## src/rtl/icap_pr_arbiter.sv

```systemverilog
// Round-robin arbiter between two bitstream sources in front of the ICAP FIFO.
// Holds a grant for a whole bitstream, waits for the ICAP path to drain, then reports done/error.
module icap_pr_arbiter #(
  parameter int DATA_SIZE      = 256,
  parameter int CNT_WIDTH      = 24,
  parameter int TIMEOUT_CYCLES = 65535,
  parameter int DRAIN_CYCLES   = 10
) (
  input  logic                   clock,
  input  logic                   reset,
  input  logic [1:0]             src_valid,
  input  logic [1:0]             src_last,
  input  logic [2*DATA_SIZE-1:0] src_data,
  output logic [1:0]             src_ready,
  input  logic                   fifo_full,
  input  logic                   fifo_empty,
  output logic                   fifo_wr_en,
  output logic [DATA_SIZE-1:0]   fifo_din,
  output logic [1:0]             grant,
  output logic                   busy,
  output logic                   done,
  output logic                   error,
  output logic                   done_id,
  output logic [CNT_WIDTH-1:0]   beat_count
);

  localparam int WD_W = $clog2(TIMEOUT_CYCLES + 1);
  localparam int DR_W = $clog2(DRAIN_CYCLES + 1);

  typedef enum logic [1:0] {S_IDLE, S_XFER, S_DRAIN, S_DONE} state_t;

  state_t               state_q;
  logic [1:0]           grant_q;
  logic                 gidx_q;
  logic                 last_winner_q;
  logic [CNT_WIDTH-1:0] beat_q;
  logic [WD_W-1:0]      wdog_q;
  logic [DR_W-1:0]      drain_q;
  logic                 err_q;
  logic                 done_q;
  logic                 error_q;
  logic                 done_id_q;
  logic                 pick_d;

  // Next owner on a request: on a tie the source that did not win last time.
  always_comb begin
    pick_d = 1'b0;
    if (src_valid == 2'b11) begin
      pick_d = ~last_winner_q;
    end else begin
      pick_d = src_valid[1];
    end
  end

  // Pass-through of the granted source onto the FIFO write port while transferring.
  always_comb begin
    src_ready  = 2'b00;
    fifo_wr_en = 1'b0;
    fifo_din   = '0;
    if (state_q == S_XFER) begin
      src_ready  = gidx_q ? {~fifo_full, 1'b0} : {1'b0, ~fifo_full};
      fifo_wr_en = src_valid[gidx_q] & ~fifo_full;
      fifo_din   = gidx_q ? src_data[2*DATA_SIZE-1:DATA_SIZE] : src_data[DATA_SIZE-1:0];
    end else begin
      src_ready  = 2'b00;
      fifo_wr_en = 1'b0;
      fifo_din   = '0;
    end
  end

  // Arbitration / transfer / drain sequencer.
  always_ff @(posedge clock or negedge reset) begin
    if (!reset) begin
      state_q       <= S_IDLE;
      grant_q       <= 2'b00;
      gidx_q        <= 1'b0;
      last_winner_q <= 1'b1;
      beat_q        <= '0;
      wdog_q        <= '0;
      drain_q       <= '0;
      err_q         <= 1'b0;
      done_q        <= 1'b0;
      error_q       <= 1'b0;
      done_id_q     <= 1'b0;
    end else begin
      done_q  <= 1'b0;
      error_q <= 1'b0;
      case (state_q)
        S_IDLE: begin
          if (|src_valid) begin
            gidx_q  <= pick_d;
            grant_q <= pick_d ? 2'b10 : 2'b01;
            beat_q  <= '0;
            wdog_q  <= '0;
            err_q   <= 1'b0;
            state_q <= S_XFER;
          end
        end
        S_XFER: begin
          drain_q <= '0;
          if (fifo_wr_en) begin
            if (beat_q != {CNT_WIDTH{1'b1}}) begin
              beat_q <= beat_q + CNT_WIDTH'(1);
            end
            wdog_q <= '0;
            if (src_last[gidx_q]) begin
              state_q <= S_DRAIN;
            end
          // A full FIFO is a downstream stall, so only an idle source ages the watchdog.
          end else if (!src_valid[gidx_q] && !fifo_full) begin
            if (wdog_q == WD_W'(TIMEOUT_CYCLES - 1)) begin
              err_q   <= 1'b1;
              state_q <= S_DRAIN;
            end else begin
              wdog_q <= wdog_q + WD_W'(1);
            end
          end
        end
        S_DRAIN: begin
          if (fifo_empty) begin
            if (drain_q == DR_W'(DRAIN_CYCLES - 1)) begin
              done_q    <= ~err_q;
              error_q   <= err_q;
              done_id_q <= gidx_q;
              state_q   <= S_DONE;
            end else begin
              drain_q <= drain_q + DR_W'(1);
            end
          end else begin
            drain_q <= '0;
          end
        end
        S_DONE: begin
          last_winner_q <= gidx_q;
          grant_q       <= 2'b00;
          state_q       <= S_IDLE;
        end
        default: begin
          state_q <= S_IDLE;
        end
      endcase
    end
  end

  assign grant      = grant_q;
  assign busy       = (state_q != S_IDLE);
  assign done       = done_q;
  assign error      = error_q;
  assign done_id    = done_id_q;
  assign beat_count = beat_q;

endmodule

```

## config.mk

```make
export PLATFORM = sky130hd
export DESIGN_NAME = icap_pr_arbiter
export DESIGN_NICKNAME = d
export VERILOG_FILES = /design/src/rtl/icap_pr_arbiter.sv
export SDC_FILE = /design/constraint.sdc
export NUM_CORES = 1
export LEC_CHECK = 0
export CAP_MARGIN = 40
export CORE_AREA = 3 3 312 314
export CTS_BUF_LIST = sky130_fd_sc_hd__clkbuf_2
export CTS_CLUSTER_DIAMETER = 120
export DETAILED_ROUTE_END_ITERATION = 10
export DIE_AREA = 0 0 315 317
export HOLD_SLACK_MARGIN = 0.02
export SETUP_SLACK_MARGIN = 0.5
export SLEW_MARGIN = 0
export SYNTH_ARGS = -nofsm -noshare
export SYNTH_HDL_FRONTEND = slang
export SYNTH_SLANG_ARGS = --single-unit
```

## constraint.sdc

```tcl
create_clock -name clock -period 2.25 [get_ports clock]
set_input_delay 0.45 -clock clock [delete_from_list [all_inputs] [get_ports clock]]
set_output_delay 0.45 -clock clock [all_outputs]
set_load 0.02 [all_outputs]
```

==> results.cfg, run 1 <==
[outcome]
status = complete, but fails checks
violations = negative setup slack

[clock_tree]
cts_sinks = 54
htreeDepth = 2
root_buffer = clkbuf_2
path_clk_slew_ns = 0.30
cts_tree = built
cts.path.max_buffers = 2
numCtsBuffers = 5
clkLatencyLatePin_ns = 0.48

[floorplan]
start_util_pct = 8.12
io-pin-count = 809
dieArea_um2 = 99900
die_height_um = 317
row_count = 113
core_area_um2 = 94900
die_w_um = 315

[synth]
ys_types = 66
syn_nets = 1462
synthFlopType = dfrtp_1
yosysSeqAreaShare_pct = 17.6
synth_edf_count = 0
ys_top_cells_by_area = mux2i_1 (34%), nor2b_1 (21%), dfrtp_1 (17%), nand2_1 (2.9%), clkbuf_1 (1.8%)
yosysWarnings = 0
postSynthAreaPerCell_um2 = 8.26
async_reset_ff_share_pct = 100
syn_inst = 932
netlist_area_um2 = 7700
synthTopCellsByCount = nor2b_1 (260), mux2i_1 (258), nand2_1 (60)
ys_seq_elements = 54
yosysTopAreaCell = mux2i_1
synth_most_common_cell = nor2b_1
synth_top_area_share_pct = 33.5

[grt]
grt_pass1_vias = 11100
grt-ovfl-total = 0
grt_use_total_pct = 15.5
grt_first_pass_wirelength_um = 103000
grt_max_degree = 55
antenna_found_initial = 105

[timing]
setup_violations = 284
fin_crit_sh_pct = 117
hold_violations = 0
post-route-min-period_ns = 2.63
rsz0062_at_grt = true
clock-skew-final_ns = 0.0211
max_freq_mhz = 380
slew_headroom_pct = 63.1
hold_ws_ns = 0.446
finalSetupTns_ns = -62.48
slew_violations = 0
tightest_slew_ns = 0.548
setup_ws_ns = -0.384

[worst_setup_path]
endpoint = fifo_din[51]
arrival_ns = 2.18
startpoint = gidx_q$_DFFE_PN0P_
crit_fanout = 8
timing.rr.end = wdog_q[13]$_DFFE_PN0P_
worstPathRequired_ns = 1.80
regToRegSetupSlack_ns = -0.17
endpoint_kind = primary output
crit_type = flip-flop to primary output
rr_worst_depth = 10
r2r-start = gidx_q$_DFFE_PN0P_
startpoint_type = flip-flop

[run]
maxCapViolCount = 0

[drt]
dr.pass1.iters = 5
drcViolationCount = 0
routedWlPerCell_um = 26.6
detail_route.vias_per_cell = 3.59
drt_iter0_drc = 651
wirelength_um = 85500
vias = 11500
ant_nets = 0

[final_layout]
syn_to_final_growth_pct = 207
fin_nets = 2444
filler_cell_count = 10100
drive_above_1_share_pct = 50.8
final_cells = 3207

[pwr]
total_power_mw = 25.8
ir_worst_vdd_v = 0.000685
p_leak_nw = 9.10
p_per_area_nw_per_um2 = 1090

[min_path]
min_path_type = input port to async pin

[place]
io_buffers = 808
gp_congestion = 0.887
dpl_worst_slack_ns = -0.242
place_inst = 3084
dp_hpwl_um = 73300
## worst min path at each step
stage | startpoint | slack (ns) | cells after the start | endpoint
after global routing | reset | 0.43 | 3 | grant[0]$_DFFE_PN0P_
final | reset | 0.45 | 3 | beat_count[20]$_DFFE_PN0P_
after floorplan | reset | 0.15 | 0 | beat_count[0]$_DFFE_PN0P_
after CTS | reset | 0.44 | 3 | beat_count[20]$_DFFE_PN0P_
after global placement | reset | 0.48 | 2 | beat_count[17]$_DFFE_PN0P_
after detailed placement | wdog_q[7]$_DFFE_PN0P_ | 0.48 | 1 | wdog_q[7]$_DFFE_PN0P_
## per-layer routing
layer,GRT usage (%),share of wire (%),up-vias
li1,-,-,5282
met2,23.1,44,595
met5,0,0.48,-
met3,8.88,15,156
met1,18.7,37,5419
met4,5.16,3.4,60
## metrics by stage
stage | util [%] | area, µm²
after global placement | 20.9 | 19800
after global routing | 24.9 | 23600
after detailed placement | 20.9 | 19800
after CTS | 22.1 | 21000
final | 24.9 | 23600
after floorplan | - | 9120
## state kept, by name, summed over array words and instances, names as in the netlist
register	count
gidx_q	1
done	1
err_q	1
drain_q	4
last_winner_q	1
wdog_q	16
grant	2
error	1
beat_count	24
state_q	2
done_id	1
## cells in the final DEF, fill, tap and decap left out, types with 8 or more instances in the layout
cell / Yosys / routed
mux2i_2: 1 / 72
nor2b_2: 0 / 56
dfrtp_1: 53 / 50
nand4_1: 8 / 8
buf_12: 0 / 53
nand2_1: 60 / 60
diode_2: 0 / 27
mux2i_4: 0 / 104
clkbuf_16: 0 / 10
buf_6: 2 / 214
nand2b_1: 9 / 8
mux2i_1: 258 / 83
inv_1: 12 / 10
ha_1: 10 / 8
nor2_1: 20 / 17
nand3_1: 27 / 27
buf_4: 2 / 177
buf_8: 0 / 11
clkbuf_2: 0 / 16
clkdlybuf4s50_1: 0 / 546
buf_16: 0 / 17
a22o_1: 11 / 11
o21ai_0: 22 / 22
nor2b_4: 0 / 200
## power by group
part           internal [mW]  switching (mW)  total (mW)
combinational           13.6            10.4        24.0
sequential              1.18           0.148        1.33
clock                  0.191           0.341       0.532
total                   14.9            10.9        25.8
## critical path: stages, from the launching register on
cell and delay (ns):
dfrtp_4 0.60, buf_12 0.17, buf_16 0.16, buf_12 0.15
mux2i_4 0.20, buf_6 0.13, nor2b_4 0.14, buf_12 0.13
## area by class of cell
class	count	area, µm²	area share, %
Antenna cell	27	67.6	0.286
Clock buffer	6	30.0	0.127
Clock inverter	2	37.5	0.159
Inverter	12	45.0	0.190
Multi-Input combinational cell	793	9240	39.1
Sequential cell	54	1360	5.75
Tap cell	1265	1580	6.69
Timing Repair Buffer	1048	11300	47.7
## what timing repair did
action / in CTS / in global routing
setup buffers: 20 / 46
hold buffers: 1 / 0
gates resized for setup: 826 / 902
gates cloned: 10 / 11
endpoints found under the hold margin: 53 / 0
endpoints found under the setup margin: 332 / 332
pin swaps: 1 / 1
## kinds of logic after synthesis
family                     count (synthesis)  share of synthesized area, %
adders and majority gates                 10                          1.62
and+or+nand+nor                          433                          33.3
xor gates and xnor gates                   1                         0.114
buffers and inverters                     85                          4.81
DFF                                       54                          17.6
muxes                                    263                          34.3
AOI/OAI and AO/OA                         86                          8.25
Note: power is estimated with default switching activity, not from simulation.
==> inputs of run 2 (changes only) <==
--- a/config.mk
+++ b/config.mk
@@ -6,11 +6,11 @@
 export NUM_CORES = 1
 export LEC_CHECK = 0
 export CAP_MARGIN = 40
-export CORE_AREA = 3 3 312 314
+export CORE_AREA = 4 4 313 315
 export CTS_BUF_LIST = sky130_fd_sc_hd__clkbuf_2
 export CTS_CLUSTER_DIAMETER = 120
 export DETAILED_ROUTE_END_ITERATION = 10
-export DIE_AREA = 0 0 315 317
+export DIE_AREA = 0 0 317 319
 export HOLD_SLACK_MARGIN = 0.02
 export SETUP_SLACK_MARGIN = 0.5
 export SLEW_MARGIN = 0
==> results.cfg, run 2 (same netlist as run 1, synthesis figures left out) <==
[final_layout]
syn_to_final_growth_pct = 186
final_cells = 3153
seq_area_um2 = 1360
final_cell_mix = clkdlybuf4s50_1 (546), buf_4 (205), nor2b_4 (132), nor2b_2 (124), mux2i_1 (121)
multi_input_area_um2 = 8700
drive_above_1_share_pct = 43.3
final_common_cell = clkdlybuf4s50_1
filler_cell_count = 10300
largest_reg_flops = 24
fin_nets = 2394

[drt]
ant_nets = 0
detail_route.vias_per_cell = 3.57
routedWlPerCell_um = 26.7
wirelength_um = 84200
dr.pass1.iters = 5
vias = 11200
drcViolationCount = 0
drt_iter0_drc = 759

[clock_tree]
htreeDepth = 2
cts_sinks = 54
clkLatencyLatePin_ns = 0.47
path_clk_slew_ns = 0.30
numCtsBuffers = 5
cts_tree = built
cts.path.max_buffers = 2
root_buffer = clkbuf_2

[timing]
post-route-min-period_ns = 2.72
setup_violations = 281
clock-skew-final_ns = 0.0493
fin_crit_sh_pct = 121
max_freq_mhz = 367
slew_violations = 0
hold_violations = 0
rsz0062_at_grt = true
slew_headroom_pct = 54.0
setup_ws_ns = -0.473
tightest_slew_ns = 0.684

[grt]
grt_first_pass_wirelength_um = 105000
grt_max_degree = 48
grt-ovfl-total = 0
grt_pass1_vias = 11200
antenna_found_initial = 114
grt_use_total_pct = 15.6

[pwr]
p_per_area_nw_per_um2 = 1020
clockPowerShare_pct = 1.8
p_int_mw = 12.5
p_leak_nw = 8.66
pwr-share-seq_pct = 5.9
switchingPower_mw = 9.95
ir_worst_vdd_v = 0.000708
p_sw_share_pct = 44.3
total_power_mw = 22.5
pwr-share-comb_pct = 92.4

[floorplan]
die_w_um = 317
die_height_um = 319
row_count = 113
start_util_pct = 8.12
core_area_um2 = 94900
io-pin-count = 809
dieArea_um2 = 101000

[outcome]
violations = negative setup slack
status = complete, but fails checks

[worst_setup_path]
arrival_ns = 2.27
endpoint_kind = primary output
startpoint_type = flip-flop
worstPathRequired_ns = 1.80
crit_type = flip-flop to primary output
crit_fanout = 7

[place]
dp_hpwl_um = 74500
place_inst = 3077
gp_congestion = 0.910
dpl_worst_slack_ns = -0.295
io_buffers = 808

[min_path]
min_path_type = input port to async pin

[run]
maxCapViolCount = 0
-- run 2: cell types whose count changed in the layout (fill, tap and decap cells not counted), sizes merged --
cell and change:
buf -112, dlygate4sd2 +69, clkbuf -20, clkdlybuf4s15 +11, diode -4, clkinv +3
bufbuf +1, bufinv -1, clkinvlp -1
-- run 2: area by class of cell --
type,count,area share [%]
antenna,23,0.261
clock inverter,3,0.0739
inverter,12,0.205
timing repair buffer,998,46.5
sequential,54,6.17
multi-input combinational,793,39.5
tap,1265,7.19
clock buffer,5,0.114
-- run 2: final timing paths --
path                                              to                   from  slack [ns]  depth (start not counted)
setup / recovery                        fifo_din[61]     gidx_q$_DFFE_PN0P_       -0.47                          8
min in group clock             wdog_q[7]$_DFFE_PN0P_  wdog_q[7]$_DFFE_PN0P_        0.52                          1
hold reg to reg                wdog_q[7]$_DFFE_PN0P_  wdog_q[7]$_DFFE_PN0P_        0.52                          1
hold / removal             beat_count[2]$_DFFE_PN0P_                  reset        0.43                          2
max in group asynchronous  last_winner_q$_DFFE_PN1P_                  reset        1.23                          3
setup reg to reg              wdog_q[13]$_DFFE_PN0P_     gidx_q$_DFFE_PN0P_       -0.16                         10
-- run 2: through the flow --
stage / cell area (µm²) / setup TNS (ns) / hold WS (ns) / util, %
after CTS: 21400 / -103.10 / 0.389 / 22.5
after global routing: 22000 / -116.68 / 0.389 / 23.2
after floorplan: 9120 / 0 / 0.154 / -
after global placement: 19900 / -24.81 / 0.428 / 21.0
after detailed placement: 19900 / -25.09 / 0.433 / 21.0
final: 22000 / -80.21 / 0.429 / 23.2
-- run 2: power groups by stage --
| stage | registers (mW) | logic, mW | clock network, mW |
|---|---|---|---|
| after floorplan | 1.53 | 9.46 | 0 |
| after global placement | 1.41 | 17.6 | 0 |
| after detailed placement | 1.42 | 17.6 | 0 |
| after CTS | 1.32 | 19.8 | 0.428 |
| after global routing | 1.35 | 21.9 | 0.461 |
| final | 1.32 | 20.8 | 0.397 |
-- run 2: what timing repair did --
action                     in CTS  in global routing
pin swaps                       0                  0
gates cloned                    4                  1
setup endpoints to repair     332                332
setup buffers                  24                 15
hold buffers                    1                  0
gates resized for setup       835                262
hold endpoints to repair       18                  0
-- run 2: worst max-delay path: stages, from the launching register on --
cell	delay, ns
dfrtp_4	0.55
buf_12	0.16
buf_16	0.15
buf_16	0.15
buf_16	0.16
mux2i_4	0.19
buf_6	0.12
nor2b_4	0.15
buf_12	0.13
-- run 2: layer usage --
layer	wire (µm)	share of wire [%]	GRT usage (%)
met5	359	0.43	0
met4	2460	2.9	3.67
met3	11600	14	8.14
met2	37500	45	24.5
met1	32200	38	19.0
